$ cat src/rtl/z80_mbox_pkg.sv
// Shared definitions for the Z80 I/O mailbox: register indices, STAT/CTRL
// bit positions, reset values and the I/O port address decoder.
package z80_mbox_pkg;

  // Register indices; the port address is BASE_ADDR + index * ADDR_STRIDE
  localparam int REG_DATA = 0;
  localparam int REG_STAT = 1;
  localparam int REG_CTRL = 2;

  // STAT register bit positions
  localparam int STAT_RX_NOT_EMPTY = 0;
  localparam int STAT_TX_NOT_FULL  = 1;
  localparam int STAT_RX_OVF       = 2;
  localparam int STAT_TX_OVF       = 3;
  localparam int STAT_TX_UDR       = 4;

  // CTRL register bit positions
  localparam int CTRL_FLUSH_RX  = 0;
  localparam int CTRL_FLUSH_TX  = 1;
  localparam int CTRL_CLR_FLAGS = 2;
  localparam int CTRL_IRQ_EN    = 3;

  // Reset values
  localparam logic [7:0] RST_D_OUT       = 8'h00;
  localparam logic [7:0] RST_SPI_TX_DATA = 8'h00;
  localparam logic       RST_SYNC        = 1'b1;
  localparam logic       RST_INT_N       = 1'b1;

  typedef enum logic [1:0] {
    SEL_NONE,
    SEL_DATA,
    SEL_STAT,
    SEL_CTRL
  } port_sel_e;

  // Full 16-bit compare against the three mailbox ports
  function automatic port_sel_e decode_port(input logic [15:0] addr,
                                            input logic [15:0] base,
                                            input logic [15:0] stride);
    port_sel_e sel;
    sel = SEL_NONE;
    if (addr == base + stride * 16'(REG_DATA))      sel = SEL_DATA;
    else if (addr == base + stride * 16'(REG_STAT)) sel = SEL_STAT;
    else if (addr == base + stride * 16'(REG_CTRL)) sel = SEL_CTRL;
    return sel;
  endfunction

endpackage

$ cat src/rtl/mbox_sync_fifo.sv
// Single-clock FIFO with extra-MSB pointers, synchronous flush and a
// combinational head output. A pop on empty is ignored; a push on full
// succeeds only when a pop happens in the same cycle.
module mbox_sync_fifo #(
  parameter int WIDTH = 8,
  parameter int DEPTH = 8
) (
  input  logic             clk,
  input  logic             rst,
  input  logic             push,
  input  logic [WIDTH-1:0] din,
  input  logic             pop,
  input  logic             flush,
  output logic [WIDTH-1:0] dout,
  output logic             empty,
  output logic             full
);

  localparam int AW = $clog2(DEPTH);
  localparam logic [AW:0] PTR_ONE = (AW + 1)'(1);

  logic [AW:0]      wr_ptr_q, wr_ptr_d;
  logic [AW:0]      rd_ptr_q, rd_ptr_d;
  logic [WIDTH-1:0] mem_q [DEPTH];
  logic             do_push, do_pop;

  assign empty   = (wr_ptr_q == rd_ptr_q);
  assign full    = (wr_ptr_q[AW] != rd_ptr_q[AW]) &&
                   (wr_ptr_q[AW-1:0] == rd_ptr_q[AW-1:0]);
  assign do_pop  = pop & ~empty;
  assign do_push = push & (~full | do_pop);
  assign dout    = mem_q[rd_ptr_q[AW-1:0]];

  // Pointer next-state; flush overrides any same-cycle push or pop
  always_comb begin
    wr_ptr_d = wr_ptr_q;
    rd_ptr_d = rd_ptr_q;
    if (flush) begin
      wr_ptr_d = '0;
      rd_ptr_d = '0;
    end else begin
      if (do_push) wr_ptr_d = wr_ptr_q + PTR_ONE;
      if (do_pop)  rd_ptr_d = rd_ptr_q + PTR_ONE;
    end
  end

  // Pointer registers
  always_ff @(posedge clk or posedge rst) begin
    if (rst) begin
      wr_ptr_q <= '0;
      rd_ptr_q <= '0;
    end else begin
      wr_ptr_q <= wr_ptr_d;
      rd_ptr_q <= rd_ptr_d;
    end
  end

  // Storage array, written only on an accepted push
  always_ff @(posedge clk) begin
    if (do_push && !flush) mem_q[wr_ptr_q[AW-1:0]] <= din;
  end

endmodule

$ cat src/rtl/z80_io_mailbox_fifo.sv
// Z80 I/O mailbox with TX/RX FIFOs between the Z80 bus and an SPI byte engine.
// Ports: DATA (FIFO access), STAT (flags), CTRL (flush/clear/irq_en).
// Optional macro Z80_MBOX_IRQ_EN enables the registered /INT output;
// without it /INT is tied inactive while irq_en still reads back.
module z80_io_mailbox_fifo
  import z80_mbox_pkg::*;
#(
  parameter logic [15:0] BASE_ADDR   = 16'd12345,
  parameter int          ADDR_STRIDE = 2,
  parameter int          DEPTH       = 8,
  parameter logic [7:0]  FILL_BYTE   = 8'hFF
) (
  input  logic        clk,
  input  logic        rst,
  input  logic [15:0] z80_a,
  input  logic [7:0]  z80_d_in,
  output logic [7:0]  z80_d_out,
  output logic        z80_d_drive,
  input  logic        z80_rd_n,
  input  logic        z80_wr_n,
  input  logic        z80_iorq_n,
  input  logic        z80_m1_n,
  output logic        z80_int_n,
  input  logic        spi_rx_valid,
  input  logic [7:0]  spi_rx_data,
  input  logic        spi_tx_req,
  output logic [7:0]  spi_tx_data,
  output logic        spi_tx_valid
);

  localparam int PIN_WR = 0, PIN_RD = 1, PIN_IORQ = 2, PIN_M1 = 3;

  logic [3:0] sync1_q, sync2_q;
  logic       io_wr, io_rd, io_wr_prev_q, io_rd_prev_q;
  logic [1:0] fill_q, fill_d;
  logic       armed_q, armed_d;
  logic       rd_data_sel_q, rd_data_sel_d;
  logic       wr_commit, rd_done, ctrl_wr;
  port_sel_e  bus_sel;

  logic       irq_en_q, irq_en_d;
  logic       tx_ovf_q, tx_ovf_d, rx_ovf_q, rx_ovf_d, tx_udr_q, tx_udr_d;
  logic       clr_flags, tx_ovf_set, rx_ovf_set, tx_udr_set;
  logic       spi_tx_valid_q;
  logic [7:0] spi_tx_data_q, spi_tx_data_d;

  logic       tx_push, tx_flush, tx_empty, tx_full;
  logic       rx_pop, rx_flush, rx_empty, rx_full;
  logic [7:0] tx_dout, rx_dout, stat_byte, ctrl_byte;

  assign bus_sel = decode_port(z80_a, BASE_ADDR, 16'(ADDR_STRIDE));

  // Two-flop synchronisers for the bus strobes, idle (high) out of reset
  always_ff @(posedge clk or posedge rst) begin
    if (rst) begin
      sync1_q <= {4{RST_SYNC}};
      sync2_q <= {4{RST_SYNC}};
    end else begin
      sync1_q <= {z80_m1_n, z80_iorq_n, z80_rd_n, z80_wr_n};
      sync2_q <= sync1_q;
    end
  end

  assign io_wr = ~sync2_q[PIN_IORQ] & ~sync2_q[PIN_WR] & sync2_q[PIN_M1];
  assign io_rd = ~sync2_q[PIN_IORQ] & ~sync2_q[PIN_RD] & sync2_q[PIN_M1];

  // Edge detection is armed only once the synchronised bus has been seen
  // idle after reset, so a cycle caught in flight by reset is discarded.
  assign fill_d        = {fill_q[0], 1'b1};
  assign armed_d       = armed_q | (fill_q[1] & ~io_wr & ~io_rd);
  assign rd_data_sel_d = io_rd ? (bus_sel == SEL_DATA) : rd_data_sel_q;
  assign wr_commit     = armed_q & io_wr & ~io_wr_prev_q;
  assign rd_done       = armed_q & ~io_rd & io_rd_prev_q;
  assign ctrl_wr       = wr_commit & (bus_sel == SEL_CTRL);

  assign tx_push  = wr_commit & (bus_sel == SEL_DATA);
  assign tx_flush = ctrl_wr & z80_d_in[CTRL_FLUSH_TX];
  assign rx_flush = ctrl_wr & z80_d_in[CTRL_FLUSH_RX];
  assign rx_pop   = rd_done & rd_data_sel_q;

  mbox_sync_fifo #(.WIDTH(8), .DEPTH(DEPTH)) u_tx_fifo (
    .clk   (clk),
    .rst   (rst),
    .push  (tx_push),
    .din   (z80_d_in),
    .pop   (spi_tx_req),
    .flush (tx_flush),
    .dout  (tx_dout),
    .empty (tx_empty),
    .full  (tx_full)
  );

  mbox_sync_fifo #(.WIDTH(8), .DEPTH(DEPTH)) u_rx_fifo (
    .clk   (clk),
    .rst   (rst),
    .push  (spi_rx_valid),
    .din   (spi_rx_data),
    .pop   (rx_pop),
    .flush (rx_flush),
    .dout  (rx_dout),
    .empty (rx_empty),
    .full  (rx_full)
  );

  // Sticky flags (set beats clear), irq enable and the SPI TX byte
  always_comb begin
    clr_flags     = ctrl_wr & z80_d_in[CTRL_CLR_FLAGS];
    tx_ovf_set    = tx_push & tx_full & ~spi_tx_req;
    rx_ovf_set    = spi_rx_valid & rx_full & ~rx_pop;
    tx_udr_set    = spi_tx_req & tx_empty;
    tx_ovf_d      = tx_ovf_set | (tx_ovf_q & ~clr_flags);
    rx_ovf_d      = rx_ovf_set | (rx_ovf_q & ~clr_flags);
    tx_udr_d      = tx_udr_set | (tx_udr_q & ~clr_flags);
    irq_en_d      = ctrl_wr ? z80_d_in[CTRL_IRQ_EN] : irq_en_q;
    spi_tx_data_d = spi_tx_data_q;
    if (spi_tx_req) spi_tx_data_d = tx_empty ? FILL_BYTE : tx_dout;
  end

  // Control and status state registers
  always_ff @(posedge clk or posedge rst) begin
    if (rst) begin
      io_wr_prev_q   <= 1'b0;
      io_rd_prev_q   <= 1'b0;
      fill_q         <= 2'b00;
      armed_q        <= 1'b0;
      rd_data_sel_q  <= 1'b0;
      irq_en_q       <= 1'b0;
      tx_ovf_q       <= 1'b0;
      rx_ovf_q       <= 1'b0;
      tx_udr_q       <= 1'b0;
      spi_tx_valid_q <= 1'b0;
      spi_tx_data_q  <= RST_SPI_TX_DATA;
    end else begin
      io_wr_prev_q   <= io_wr;
      io_rd_prev_q   <= io_rd;
      fill_q         <= fill_d;
      armed_q        <= armed_d;
      rd_data_sel_q  <= rd_data_sel_d;
      irq_en_q       <= irq_en_d;
      tx_ovf_q       <= tx_ovf_d;
      rx_ovf_q       <= rx_ovf_d;
      tx_udr_q       <= tx_udr_d;
      spi_tx_valid_q <= spi_tx_req;
      spi_tx_data_q  <= spi_tx_data_d;
    end
  end

  assign spi_tx_valid = spi_tx_valid_q;
  assign spi_tx_data  = spi_tx_data_q;

  // Read path from raw pins so data is valid well before the Z80 samples it
  always_comb begin
    stat_byte                    = 8'h00;
    stat_byte[STAT_RX_NOT_EMPTY] = ~rx_empty;
    stat_byte[STAT_TX_NOT_FULL]  = ~tx_full;
    stat_byte[STAT_RX_OVF]       = rx_ovf_q;
    stat_byte[STAT_TX_OVF]       = tx_ovf_q;
    stat_byte[STAT_TX_UDR]       = tx_udr_q;
    ctrl_byte                    = 8'h00;
    ctrl_byte[CTRL_IRQ_EN]       = irq_en_q;
    z80_d_drive = ~rst & ~z80_iorq_n & ~z80_rd_n & z80_m1_n & (bus_sel != SEL_NONE);
    z80_d_out   = RST_D_OUT;
    if (z80_d_drive) begin
      case (bus_sel)
        SEL_DATA: z80_d_out = rx_empty ? FILL_BYTE : rx_dout;
        SEL_STAT: z80_d_out = stat_byte;
        SEL_CTRL: z80_d_out = ctrl_byte;
        default:  z80_d_out = RST_D_OUT;
      endcase
    end
  end

`ifdef Z80_MBOX_IRQ_EN
  logic int_n_q, int_n_d;

  assign int_n_d = ~(irq_en_q & (~rx_empty | tx_ovf_q | rx_ovf_q | tx_udr_q));

  // Registered interrupt request, active low
  always_ff @(posedge clk or posedge rst) begin
    if (rst) int_n_q <= RST_INT_N;
    else     int_n_q <= int_n_d;
  end

  assign z80_int_n = int_n_q;
`else
  assign z80_int_n = RST_INT_N;
`endif

endmodule
$ cat config.mk
export PLATFORM = sky130hd
export DESIGN_NAME = z80_io_mailbox_fifo
export DESIGN_NICKNAME = d
export VERILOG_FILES = /design/src/rtl/z80_mbox_pkg.sv /design/src/rtl/mbox_sync_fifo.sv /design/src/rtl/z80_io_mailbox_fifo.sv
export SDC_FILE = /design/constraint.sdc
export NUM_CORES = 1
export LEC_CHECK = 0
export BUFFER_PORTS_ARGS = -buffer_cell sky130_fd_sc_hd__buf_2
export CORE_UTILIZATION = 64
export CTS_CLUSTER_SIZE = 24
export DETAILED_ROUTE_END_ITERATION = 10
export PLACE_DENSITY_LB_ADDON = 0.25
export SLEW_MARGIN = 20
export SYNTH_ARGS = -nofsm -noshare
export SYNTH_HDL_FRONTEND = slang
export SYNTH_SLANG_ARGS = --single-unit
$ cat constraint.sdc
create_clock -name clk -period 8 [get_ports clk]
set_input_delay 1.6 -clock clk [delete_from_list [all_inputs] [get_ports clk]]
set_output_delay 1.6 -clock clk [all_outputs]
set_load 0.02 [all_outputs]
# ---- Word level (Yosys, flattened, before mapping)
# Memories as Yosys holds them, arrays and structs flattened.
# Index checks and enable logic that the tools add are counted.
dict set report totals {
  ram_bits 128
  romBits 0
  out_inout_bits 19
  input_bits 40
  n_memories 2
  latch_bits 0
  ff_bits 43
}
# name depth width read_ports rd_ports_with_merged_regs write_ports line
set memory_table {}
lappend memory_table {u_rx_fifo.mem_q 8 8 1 0 1 mbox_sync_fifo.sv:24} ;# logic [WIDTH-1:0] mem_q [DEPTH];
lappend memory_table {u_tx_fifo.mem_q 8 8 1 0 1 mbox_sync_fifo.sv:24}
dict set report classes {
  addsub 4
  n_mux 19
  n_bitwise 54
  div 0
  n_mul 0
  reduce_logical 11
  n_eq_ne 12
  n_shift 0
  n_lt_le_gt_ge 0
}
# operator count
set op_table {}
lappend op_table {{$eq 16x14->1 const B} 3}
lappend op_table {{$and 1x1->1} 32}
lappend op_table {{$mux 4} 8}
lappend op_table {{$mux 8} 3}
lappend op_table {{$pmux 8 s3} 1}
lappend op_table {{$add 4x1->4 const B} 4}
lappend op_table {{$not 1->1} 16}
lappend op_table {{$reduce_bool 2->1} 5}
lappend op_table {{$eq 4x4->1} 2}
lappend op_table {{$eq 3x3->1} 2}
lappend op_table {{$mux 2} 3}
lappend op_table {{$or 1x1->1} 6}
lappend op_table {{$eq 2x2->1 const B} 2}
lappend op_table {{$logic_and 1x1->1} 4}
lappend op_table {{$mux 1} 4}
lappend op_table {{$eq 2x1->1 const B} 1}
lappend op_table {{$logic_not 1->1} 2}
lappend op_table {{$ne 1x1->1} 2}

# ---- Logic depth before layout (Yosys ltp)
# Gate-level depths: netlist of the first run.
dict set report logic_depth {
  word_depth 13
  mapped_depth 7
}

# ---- Hierarchy
# A second synthesis of the first run with hierarchy kept.
dict set report unflattened {
  cells_unflattened 456
  hier_area_um2 7328.3
}
# mod area_per_inst_um2 seq_area_each_um2 n_inst cells_per_inst
set modules_own_cells {}
lappend modules_own_cells {{mbox_sync_fifo at u_tx_fifo} 3078.0 2122.0 1 175}
lappend modules_own_cells {{mbox_sync_fifo at u_rx_fifo} 3069.2 2122.0 1 175}
lappend modules_own_cells {z80_io_mailbox_fifo 1181.1 685.7 1 106}

# ---- Least setup slack after synthesis of the first run
# No wires, ideal clock.
dict set report synth_path {
  kind {in2out}
  startpoint {input z80_a[15]}
  endpoint {output z80_d_out[0]}
  arrival_ns 3.468
  slack_ns 2.932
  stages 5
  required_time_ns 6.400
  path_cell_list {or4b_4 -> nor4_4 -> nand2_1 -> or2_2 -> a211oi_1}
}
dict set report synth_between {
  elab_chain_cells 7
}
# element line
set synth_lines {}
lappend synth_lines {{start, declared} z80_io_mailbox_fifo.sv:15} ;# input logic [15:0] z80_a,
lappend synth_lines {{$eq 16x14->1} z80_mbox_pkg.sv:44} ;# else if (addr == base + stride * 16'(REG_CTRL)) sel = SEL_CTRL;
lappend synth_lines {{$mux 2} z80_mbox_pkg.sv:44}
lappend synth_lines {{$mux 2} z80_mbox_pkg.sv:43} ;# else if (addr == base + stride * 16'(REG_STAT)) sel = SEL_STAT;
lappend synth_lines {{$mux 2 *} z80_mbox_pkg.sv:42} ;# if (addr == base + stride * 16'(REG_DATA)) sel = SEL_DATA;
lappend synth_lines {{$eq 2x2->1, or another cell as far along} z80_io_mailbox_fifo.sv:164} ;# case (bus_sel)
lappend synth_lines {{$pmux 8 s3 or $and 1x1->1 (tied branches)} {z80_io_mailbox_fifo.sv:164, z80_io_mailbox_fifo.sv:161}}
lappend synth_lines {{$mux 8 *} z80_io_mailbox_fifo.sv:163} ;# if (z80_d_drive) begin
lappend synth_lines {{end, declared} z80_io_mailbox_fifo.sv:17} ;# output logic [7:0] z80_d_out,
# Every way passes the cells marked *; elsewhere a longest branch is shown, timed or not.

# ---- Worst setup path after layout of the first run
dict set report layout_path {
  startpoint {input z80_a[15]}
  endpoint {output z80_d_out[2]}
}
# Same word-level chain as after synthesis.

==> results.json, run 1 <==
{
  "timing.slew.headroom_pct": 29.2,
  "synth-seq-area-share_pct": 70.1,
  "power.ir.vdd_worst_uv": 219,
  "gr-usage-all-layers_pct": 25.6,
  "hold_class": "reg2reg",
  "maxClockFrequency_ghz": 0.192,
  "clock_network_latency_to_the_later_pin_of_the_worst_skew_pair_ps": 530,
  "seqCellArea_um2": 4930,
  "grt_first_pass_wirelength_mm": 20.7,
  "layout-drive-gt1-share_pct": 30.9,
  "crit_fanout": 6,
  "top_level_ports": 59,
  "static-leakage-power_nw": 2.91,
  "cts_tree": "built",
  "report.final.slew_viol_count": 0,
  "placement_rows": 37,
  "utilization_pct": 76.1,
  "clkTransAtPathRegs_ps": 60,
  "initial_core_util_pct": 66.9,
  "timing.final.hold_violations": 0,
  "die-width_um": 107,
  "dp.final_hpwl_mm": 8.50,
  "via_per_inst": 6.16,
  "final_period_demand_of_the_worst_path_ps": 5210,
  "synth_enable_flop_cells": 128,
  "synth-seq-cells": 171,
  "remaining_drc_errors": 0,
  "fin_area_um2": 8000,
  "root_buffer": "sky130_fd_sc_hd__clkbuf_8",
  "number_of_antenna_violations_at_the_first_check_in_global_routing": 0,
  "timing.final.crit_share_pct": 65.1,
  "ctsHtreeMaxLevel": 4,
  "run_status": "completed",
  "multi_input_comb_area_um2": 1970,
  "cts_hold_repair.buffers": 0,
  "fp.coreArea_um2": 10500,
  "ys_warn_count": 0,
  "netlist_instances": 407,
  "grt_setup_unrepaired": "false",
  "die-area_um2": 11400,
  "wl_per_cell_um": 21.7,
  "ctsLongestPathBuffers": 2,
  "gr-total-overflow": 0,
  "cts_repair_resize_count": 0,
  "grt_pass1_vias": 3824,
  "synthesis.area_per_instance_um2": 17.3,
  "ant_diodes": 0,
  "max-cap-violations": 0,
  "drt_wl_total_mm": 13.5,
  "setup_slack_placement_ps": 2820,
  "critical_path.startpoint_type": "primary input",
  "worst_ep_arrival_time_ps": 3610,
  "die_height_um": 107,
  "dpl_cell_area_um2": 7470,
  "dominantRegCellSynth": "sky130_fd_sc_hd__edfxtp_1",
  "power-per-cell-area_nw_per_um2": 321,
  "worst_clock_skew_ps": 6.16,
  "dr.pass1.iters": 5,
  "final.setup.worst_slack_ps": 2790,
  "grt_max_degree": 44,
  "nNetsFinal": 516,
  "post_synth_num_cell_types": 56,
  "cts.sink_count": 171,
  "tightest_slew_ps": 1050,
  "summed_negative_setup_slack_over_all_endpoints_ps": 0,
  "filler_cell_count": 575,
  "critical_path_required_ps": 6400,
  "place_congestion": 0.865,
  "timing.critical_path.to_type": "output pin",
  "postCtsSetupRepairBufs": 0,
  "setup_viol_count_final": 0,
  "asyncSetResetFlopFracSynth_pct": 25.1,
  "timing_worst_setup_path_type": "in2out",
  "hold_slack_ps": 350,
  "syn-cell-area_um2": 7030,
  "syn_to_final_growth_pct": 13.7,
  "dr.first_iter.drc_count": 314,
  "detailroute.via_count": 3827,
  "numPortBuffers": 57,
  "ant_nets": 0,
  "cts-buffers-inserted": 17
}
==> cells in the final DEF, fill, tap and decap left out, types with 2 or more instances in the layout <==
cell | Yosys | layout
sky130_fd_sc_hd__a31oi_1 | 5 | 5
sky130_fd_sc_hd__o21ai_0 | 4 | 4
sky130_fd_sc_hd__or2_2 | 2 | 2
sky130_fd_sc_hd__ha_1 | 4 | 4
sky130_fd_sc_hd__o211ai_1 | 3 | 3
sky130_fd_sc_hd__and3_1 | 3 | 3
sky130_fd_sc_hd__conb_1 | 1 | 2
sky130_fd_sc_hd__nand3b_1 | 4 | 4
sky130_fd_sc_hd__clkbuf_1 | 9 | 7
sky130_fd_sc_hd__a221oi_1 | 3 | 3
sky130_fd_sc_hd__nor2b_1 | 2 | 2
sky130_fd_sc_hd__mux4_2 | 31 | 31
sky130_fd_sc_hd__nand3_1 | 11 | 11
sky130_fd_sc_hd__nor3_1 | 7 | 6
sky130_fd_sc_hd__a22o_1 | 2 | 2
sky130_fd_sc_hd__inv_1 | 7 | 6
sky130_fd_sc_hd__o22a_1 | 8 | 8
sky130_fd_sc_hd__or3_1 | 4 | 4
sky130_fd_sc_hd__dfstp_2 | 8 | 8
sky130_fd_sc_hd__xnor2_1 | 7 | 7
sky130_fd_sc_hd__nand2_1 | 13 | 13
sky130_fd_sc_hd__nor3b_1 | 3 | 3
sky130_fd_sc_hd__a21oi_1 | 7 | 7
sky130_fd_sc_hd__dfrtp_1 | 35 | 35
sky130_fd_sc_hd__nor4_1 | 2 | 2
sky130_fd_sc_hd__mux2_2 | 9 | 9
sky130_fd_sc_hd__clkinv_1 | 0 | 4
sky130_fd_sc_hd__clkbuf_8 | 0 | 4
sky130_fd_sc_hd__nand2b_1 | 5 | 5
sky130_fd_sc_hd__edfxtp_1 | 128 | 128
sky130_fd_sc_hd__xor2_1 | 10 | 10
sky130_fd_sc_hd__and4_2 | 2 | 2
sky130_fd_sc_hd__buf_2 | 8 | 57
sky130_fd_sc_hd__nor2_1 | 22 | 22
sky130_fd_sc_hd__clkbuf_16 | 0 | 16
sky130_fd_sc_hd__buf_4 | 1 | 12
sky130_fd_sc_hd__mux2i_1 | 12 | 12
==> cell usage after synthesis (3+ instances only) <==
cell                       instances  share of area (%)
sky130_fd_sc_hd__mux2_2            9                1.4
sky130_fd_sc_hd__xnor2_1           7               0.87
sky130_fd_sc_hd__nand3b_1          4               0.43
sky130_fd_sc_hd__nor3_1            7               0.50
sky130_fd_sc_hd__buf_2             8               0.57
sky130_fd_sc_hd__nand2b_1          5               0.44
sky130_fd_sc_hd__and3_1            3               0.27
sky130_fd_sc_hd__edfxtp_1        128                 55
sky130_fd_sc_hd__o21ai_0           4               0.28
sky130_fd_sc_hd__nand2_1          13               0.69
sky130_fd_sc_hd__dfrtp_1          35                 12
sky130_fd_sc_hd__mux4_2           31                9.9
sky130_fd_sc_hd__ha_1              4               0.71
sky130_fd_sc_hd__o22a_1            8                1.0
sky130_fd_sc_hd__inv_1             7               0.37
sky130_fd_sc_hd__buf_1             3               0.16
sky130_fd_sc_hd__clkbuf_1          9               0.48
sky130_fd_sc_hd__xor2_1           10                1.2
sky130_fd_sc_hd__o211ai_1          3               0.32
sky130_fd_sc_hd__or3_1             4               0.36
sky130_fd_sc_hd__mux2i_1          12                1.7
sky130_fd_sc_hd__nor2_1           22                1.2
sky130_fd_sc_hd__nor3b_1           3               0.32
sky130_fd_sc_hd__nand3_1          11               0.78
sky130_fd_sc_hd__dfstp_2           8                3.0
sky130_fd_sc_hd__a21oi_1           7               0.50
sky130_fd_sc_hd__a221oi_1          3               0.37
sky130_fd_sc_hd__a31oi_1           5               0.44
==> final timing paths <==
path / from / to / slack, ps / cells after the start
min in group asynchronous: rst / rx_ovf_q / 1220 / 3
worst max register to register: u_rx_fifo.rd_ptr_q[1] / u_rx_fifo.mem_q[7][7] / 4860 / 5
worst min-delay path: fill_q[0] / fill_q[1] / 350 / 0
worst max-delay path: z80_a[15] / z80_d_out[2] / 2790 / 7
worst min register to register: fill_q[0] / fill_q[1] / 350 / 0
max in group asynchronous: rst / sync1_q[0] / 6390 / 3
==> cell families (layout without fill, tap and decap cells) <==
logic type	Yosys count	count (layout)	share of synthesized area [%]
buf+inv	31	108	2.08
mux	52	52	13.1
xor+xnor	17	17	2.12
fa+ha+maj	4	4	0.712
other cells	1	2	0.0533
flops	171	171	70.1
simple gates	92	92	7.77
compound gates	39	39	4.11
==> state kept, by name, indices dropped and copies added (netlist names), 2 cells and up <==
name and count:
sync2_q 4, u_rx_fifo.mem_q 64, u_rx_fifo.wr_ptr_q 4, spi_tx_data 8, u_tx_fifo.wr_ptr_q 4, sync1_q 4, u_rx_fifo.rd_ptr_q 4, fill_q 2
u_tx_fifo.rd_ptr_q 4, u_tx_fifo.mem_q 64
==> power breakdown <==
part | leakage (nW) | total (mW) | switching, mW | internal [mW]
clock network | 0.257 | 0.734 | 0.299 | 0.435
logic | 1.01 | 0.635 | 0.314 | 0.321
registers | 1.65 | 1.20 | 0.124 | 1.07
==> metrics by stage <==
| stage | instances | power [mW] |
|---|---|---|
| finish | 621 | 2.56 |
| global route | 621 | 2.67 |
| CTS | 621 | 2.58 |
| detailed placement | 589 | 1.85 |
| global placement | 589 | 1.82 |
| floorplan | 408 | 1.67 |
==> final cells by class <==
cell class | instances | share of cell area (%)
clock buffers | 27 | 6.02
clock inverters | 5 | 0.579
inverters | 7 | 0.329
multi-input cells | 206 | 24.6
flip-flops and latches | 171 | 61.6
well taps | 136 | 2.13
repair buffers | 69 | 4.69
==> metal layers <==
| metal | share of wire [%] | global-route usage (%) | up-vias |
|---|---|---|---|
| li1 | - | - | 1724 |
| met4 | 1.7 | 10.3 | 0 |
| met5 | 0 | 0 | - |
| met2 | 55 | 44.0 | 122 |
| met1 | 39 | 31.9 | 1961 |
| met3 | 4.7 | 5.23 | 20 |
==> critical path, stage by stage <==
cell,delay (ps)
sky130_fd_sc_hd__buf_2,90
sky130_fd_sc_hd__or4b_4,540
sky130_fd_sc_hd__nor4_4,400
sky130_fd_sc_hd__nand2_1,150
sky130_fd_sc_hd__or2_2,340
sky130_fd_sc_hd__a221oi_1,260
sky130_fd_sc_hd__buf_2,230
Note: power is estimated with default switching activity, not from simulation.
==> run 2: changes to the inputs <==
- ABC_AREA: unset -> 1
- CORE_UTILIZATION: 64 -> 60
- clock period: 8 -> 5 ns (I/O delays scaled with it)
==> run 2 against run 1 <==
  * Sequential power increased by 51%
  * Die area up 16%
  * Hold slack improved by 5.4 ps
  * Wire length is 15% higher
  * Clock skew is 3.7 ps higher
  * Non-clock buffer count fell by 9
  * Global-route usage about the same
  * Sequential share of layout area is 4.3 points lower
  * Critical path type is now reg2out
  * Largest cell class unchanged
==> results.json, run 2 <==
{
  "netlist_instances": 702,
  "initial_core_util_pct": 62.6,
  "wl_per_cell_um": 16.6,
  "tightest_slew_ps": 984,
  "synth-seq-area-share_pct": 64.5,
  "clock_network_latency_to_the_later_pin_of_the_worst_skew_pair_ps": 430,
  "static-leakage-power_nw": 3.58,
  "synth_area_leaders": "sky130_fd_sc_hd__edfxtp_1 (50%), sky130_fd_sc_hd__dfrtp_1 (11%), sky130_fd_sc_hd__nand2_1 (7.8%)",
  "ant_nets": 0,
  "multi_input_comb_area_um2": 2370,
  "grt_max_degree": 44,
  "clkTransAtPathRegs_ps": 70,
  "cts.sink_count": 171,
  "timing_worst_setup_path_type": "reg2out",
  "dr.first_iter.drc_count": 495,
  "yosys-top-cells-count": "sky130_fd_sc_hd__nand2_1 (159), sky130_fd_sc_hd__edfxtp_1 (128), sky130_fd_sc_hd__nand3_1 (87)",
  "root_buffer": "sky130_fd_sc_hd__clkbuf_16",
  "numPortBuffers": 57,
  "synth_enable_flop_cells": 128,
  "timing.final.hold_violations": 0,
  "power.ir.vdd_worst_uv": 271,
  "filler_cell_count": 895,
  "power-per-cell-area_nw_per_um2": 501,
  "die-area_um2": 13200,
  "remaining_drc_errors": 0,
  "grt_pass1_vias": 4978,
  "critical_path.startpoint_type": "register",
  "crit_fanout": 21,
  "ctsLongestPathBuffers": 2,
  "setup_viol_count_final": 0,
  "setup_slack_placement_ps": 1660,
  "drt_wl_total_mm": 15.5,
  "final_cells": 934,
  "portion_of_synthesized_cell_area_occupied_by_the_leading_cell_type_pct": 50.3,
  "die-width_um": 115,
  "layout.cells.most_common_list": "sky130_fd_sc_hd__nand2_1 (159), sky130_fd_sc_hd__edfxtp_1 (128), sky130_fd_sc_hd__nand3_1 (87)",
  "syn_to_final_growth_pct": 12.5,
  "numPlacedInstances": 902,
  "worst_setup_path_startpoint": "u_rx_fifo.rd_ptr_q[1]",
  "grt_first_pass_wirelength_mm": 24.8,
  "hold_class": "reg2reg",
  "layout_commonest_cell": "sky130_fd_sc_hd__nand2_1",
  "timing.slew.headroom_pct": 34.1,
  "post_synth_num_cell_types": 38,
  "syn-cell-area_um2": 7650,
  "asyncSetResetFlopFracSynth_pct": 25.1,
  "cts_tree": "built",
  "cts-buffers-inserted": 17,
  "grt_setup_unrepaired": "false",
  "run_status": "completed",
  "synthesis.area_per_instance_um2": 10.9,
  "worst_clock_skew_ps": 9.87,
  "die_height_um": 115,
  "gr-usage-all-layers_pct": 25.5,
  "cts_repair_resize_count": 0,
  "cts_hold_repair.buffers": 0,
  "via_per_inst": 5.53,
  "synth-seq-cells": 171,
  "ant_diodes": 0,
  "seqCellArea_um2": 4930,
  "max-cap-violations": 0,
  "dr.pass1.iters": 5,
  "final_period_demand_of_the_worst_path_ps": 3810,
  "fp.coreArea_um2": 12200,
  "summed_negative_setup_slack_over_all_endpoints_ps": 0,
  "postCtsSetupRepairBufs": 0,
  "place_congestion": 0.866,
  "hold_start": "fill_q[0]",
  "number_of_antenna_violations_at_the_first_check_in_global_routing": 0,
  "report.final.slew_viol_count": 0,
  "layout-drive-gt1-share_pct": 21.1,
  "maxClockFrequency_ghz": 0.262,
  "reg2reg_from": "u_rx_fifo.rd_ptr_q[1]",
  "placement_rows": 40,
  "nNetsFinal": 797,
  "critical_path_required_ps": 4000,
  "top_level_ports": 59,
  "timing.final.crit_share_pct": 76.3,
  "worst_ep_arrival_time_ps": 2810,
  "detailroute.via_count": 5163,
  "timing.critical_path.to_type": "output pin",
  "ctsHtreeMaxLevel": 4,
  "gr-total-overflow": 0,
  "ys_warn_count": 0,
  "dp.final_hpwl_mm": 9.69,
  "synth_top_cell_by_area": "sky130_fd_sc_hd__edfxtp_1",
  "dominantRegCellSynth": "sky130_fd_sc_hd__edfxtp_1",
  "post-synth-top-count-cell": "sky130_fd_sc_hd__nand2_1",
  "final.setup.worst_slack_ps": 1190
}
run 2: changes by cell type in the layout (fill, tap and decap cells not counted), sizes merged, moves of 10 or more:
cell and delta:
clkbuf -10, mux4 -31, inv +45, o21ai +41, nand4 +12, nand2 +159, nor2 +78, mux2i -12
nand3 +81
run 2: stage by stage:
| stage | cell area, um^2 | hold slack [ps] | util, % | power, mW |
|---|---|---|---|---|
| after floorplan | 7650 | 331 | - | 2.69 |
| after global placement | 7990 | 337 | 65.5 | 2.92 |
| after detailed placement | 7990 | 344 | 65.5 | 2.96 |
| after CTS | 8600 | 357 | 70.5 | 4.32 |
| after global routing | 8600 | 360 | 70.5 | 4.53 |
| final | 8600 | 356 | 70.5 | 4.31 |
run 2: cells by family (layout without fill, tap and decap cells):
logic type,Yosys count,after routing,synth area share [%]
compound gates,59,59,4.04
xor+xnor,10,10,1.39
fa+ha+maj,4,4,0.655
buf+inv,74,137,4.53
flops,171,171,64.5
other cells,1,2,0.0490
simple gates,383,383,24.9
run 2: final timing paths:
path	end	slack, ps	cells past startpoint
setup / recovery	z80_d_out[2]	1190	9
hold / removal	fill_q[1]	360	0
setup reg to reg	u_rx_fifo.mem_q[7][4]	2150	7
hold reg to reg	fill_q[1]	360	0
max in group asynchronous	sync2_q[3]	3830	3
min in group asynchronous	u_tx_fifo.rd_ptr_q[0]	780	3
run 2: per-layer routing:
metal  track usage, %  share of wire (%)
met1             34.7                 43
met4             11.2                1.8
met2             40.6                 48
met5                0                  0
met3             4.85                7.7
run 2: cell type report:
class	count	area share, %
clock buffers	17	4.94
clock inverters	15	2.15
inverters	45	1.99
multi-input cells	458	27.6
flip-flops and latches	171	57.3
well taps	168	2.44
repair buffers	60	3.58
run 2: critical path: stages (launching register included):
cell and delay (ps):
sky130_fd_sc_hd__dfrtp_1 860, sky130_fd_sc_hd__inv_2 340, sky130_fd_sc_hd__nand2_1 130, sky130_fd_sc_hd__nand2_1 100
sky130_fd_sc_hd__nor2_4 180, sky130_fd_sc_hd__nand2_4 150, sky130_fd_sc_hd__nand3_1 190, sky130_fd_sc_hd__nand2_1 80
sky130_fd_sc_hd__a21oi_1 150, sky130_fd_sc_hd__buf_2 190
run 2: power breakdown:
| part | total (mW) | switching [mW] | leakage [nW] | internal, mW |
|---|---|---|---|---|
| Sequential | 1.81 | 0.134 | 1.67 | 1.68 |
| Clock | 1.36 | 0.560 | 0.294 | 0.796 |
| Combinational | 1.15 | 0.787 | 1.62 | 0.360 |
| Total | 4.31 | 1.48 | 3.58 | 2.83 |
==> run 3: changes to the inputs <==
- CORE_UTILIZATION: 60 -> 54
- clock period: 5 -> 3.4 ns (I/O delays scaled with it)
==> run 3 against run 2 <==
  * Cell count up 3.4%
  * Critical path depth unchanged
  * Final area up 0.92%
  * Highest routed layer unchanged
  * Via count up 1.7%
  * Non-clock buffer count up 20
  * First-iteration DRC count down 4.2%
  * Largest cell class unchanged
  * Critical path type unchanged
==> results.json, run 3 (same netlist as run 2, synthesis figures left out) <==
{
  "number_of_antenna_violations_at_the_first_check_in_global_routing": 0,
  "timing.final.hold_violations": 0,
  "drt_wl_total_mm": 15.5,
  "hold_class": "reg2reg",
  "dr.first_iter.drc_count": 474,
  "numPortBuffers": 57,
  "worst_clock_skew_ps": 9.28,
  "cts-buffers-inserted": 17,
  "final_period_demand_of_the_worst_path_ps": 2960,
  "fp.coreArea_um2": 13800,
  "critical_path.startpoint_type": "register",
  "timing_worst_setup_path_type": "reg2out",
  "comb_power_share_pct": 28.9,
  "syn_to_final_growth_pct": 13.5,
  "seq_power_share_pct": 42.8,
  "hold_start": "fill_q[0]",
  "cts.sink_count": 171,
  "clock_network_latency_to_the_later_pin_of_the_worst_skew_pair_ps": 430,
  "design_power_total_mw": 6.08,
  "max-cap-violations": 0,
  "timing.critical_path.to_type": "output pin",
  "cts_repair_resize_count": 0,
  "sequence_of_cells_on_the_critical_path": "buf_4, nand2_1, nand2_1, nor2_4, nand2_4, nand3_1, nand2_1, a21oi_1, buf_2",
  "fin_area_um2": 8680,
  "p_clk_share_pct": 28.4,
  "clkTransAtPathRegs_ps": 70,
  "via_per_inst": 5.44,
  "root_buffer": "sky130_fd_sc_hd__clkbuf_16",
  "timing.critical_path.slowest_cell_delay_ps": 530,
  "dr.pass1.iters": 5,
  "die-width_um": 121,
  "filler_cell_count": 1030,
  "worst_ep_arrival_time_ps": 2280,
  "postCtsSetupRepairBufs": 0,
  "timing.slew.headroom_pct": 61.4,
  "report.final.slew_viol_count": 0,
  "internal_power_mw": 3.96,
  "grt_setup_unrepaired": "false",
  "die-area_um2": 14600,
  "ant_nets": 0,
  "layout_commonest_cell": "sky130_fd_sc_hd__nand2_1",
  "static-leakage-power_nw": 3.64,
  "crit_fanout": 12,
  "initial_core_util_pct": 55.3,
  "critical_path_required_ps": 2720,
  "placement_rows": 43,
  "tightest_slew_ps": 578,
  "detailroute.via_count": 5253,
  "dpl_cell_area_um2": 8160,
  "cts_hold_repair.buffers": 0,
  "grt_first_pass_wirelength_mm": 25.0,
  "grt_pass1_vias": 5140,
  "power.net_switching_mw": 2.12,
  "critPathTopFamily": "simple AND/OR/NAND/NOR gates",
  "layout.cells.most_common_list": "sky130_fd_sc_hd__nand2_1 (159), sky130_fd_sc_hd__edfxtp_1 (128), sky130_fd_sc_hd__nand3_1 (87)",
  "numPlacedInstances": 934,
  "ctsLongestPathBuffers": 2,
  "critPathMostFrequentCell": "sky130_fd_sc_hd__nand2_1",
  "final_cells": 966,
  "gr-usage-all-layers_pct": 22.8,
  "utilization_pct": 62.8,
  "gr-total-overflow": 0,
  "power-per-cell-area_nw_per_um2": 700,
  "timing.final.crit_share_pct": 87.1,
  "wl_per_cell_um": 16.0,
  "slowest_stage": "sky130_fd_sc_hd__dfrtp_1",
  "top_level_ports": 59,
  "p_sw_share_pct": 34.8,
  "maxClockFrequency_ghz": 0.338,
  "die_height_um": 121,
  "cts_tree": "built",
  "layout-drive-gt1-share_pct": 23.2,
  "place_congestion": 0.833,
  "power.ir.vdd_worst_uv": 360,
  "critPathBufInv": 2,
  "dp.final_hpwl_mm": 10.0,
  "ant_diodes": 0,
  "remaining_drc_errors": 0,
  "ctsHtreeMaxLevel": 4,
  "nNetsFinal": 817,
  "reg2reg_from": "u_tx_fifo.rd_ptr_q[0]",
  "summed_negative_setup_slack_over_all_endpoints_ps": 0,
  "setup_viol_count_final": 0,
  "run_status": "completed",
  "worst_setup_path_startpoint": "u_rx_fifo.rd_ptr_q[1]",
  "grt_max_degree": 44
}
## run 3: cell types whose count changed in the layout (fill, tap and decap cells not counted), moves of 2 or more
cell                         change
sky130_fd_sc_hd__clkinvlp_4      +4
sky130_fd_sc_hd__bufinv_16       -3
sky130_fd_sc_hd__inv_8           -2
sky130_fd_sc_hd__buf_4          +20
sky130_fd_sc_hd__clkinv_2        +3
## run 3: path summary, 6_finish.rpt
kind                            cells past startpoint                    end  slack (ps)
worst max-delay path                                9           z80_d_out[4]         440
worst min-delay path                                0              fill_q[1]         350
worst max register to register                     10  u_tx_fifo.mem_q[4][0]        1060
worst min register to register                      0              fill_q[1]         350
max in group asynchronous                           3  u_rx_fifo.wr_ptr_q[0]        2600
min in group asynchronous                           3           io_rd_prev_q         420
## run 3: layer usage
layer	vias to the layer above	wire [um]	GRT usage [%]
met4	0	470	11.2
met1	2496	6230	26.8
met3	46	860	4.84
li1	2526	-	-
met2	185	7890	39.5
met5	-	0	0
## run 3: power by group through the flow
stage          clock network [mW]  logic, mW  registers [mW]
6_report                     1.73       1.75            2.60
5_1_grt                      1.81       1.98            2.62
4_1_cts                      1.74       1.76            2.60
3_5_place_dp                    0       1.75            2.64
3_3_place_gp                    0       1.70            2.63
2_1_floorplan                   0       1.31            2.65
## run 3: metrics by stage
stage / hold WS (ps) / setup slack, ps
floorplan: 331 / 421
global placement: 333 / 666
detailed placement: 342 / 659
CTS: 350 / 464
global route: 349 / 339
finish: 349 / 439
## run 3: cell type report
| class | instances | area, um^2 | share of cell area (%) |
|---|---|---|---|
| clock buffers | 18 | 429 | 4.94 |
| inverters | 45 | 171 | 1.97 |
| flip-flops and latches | 171 | 4930 | 56.8 |
| well taps | 180 | 225 | 2.59 |
| multi-input cells | 458 | 2370 | 27.3 |
| repair buffers | 80 | 458 | 5.27 |
| clock inverters | 14 | 95.1 | 1.10 |
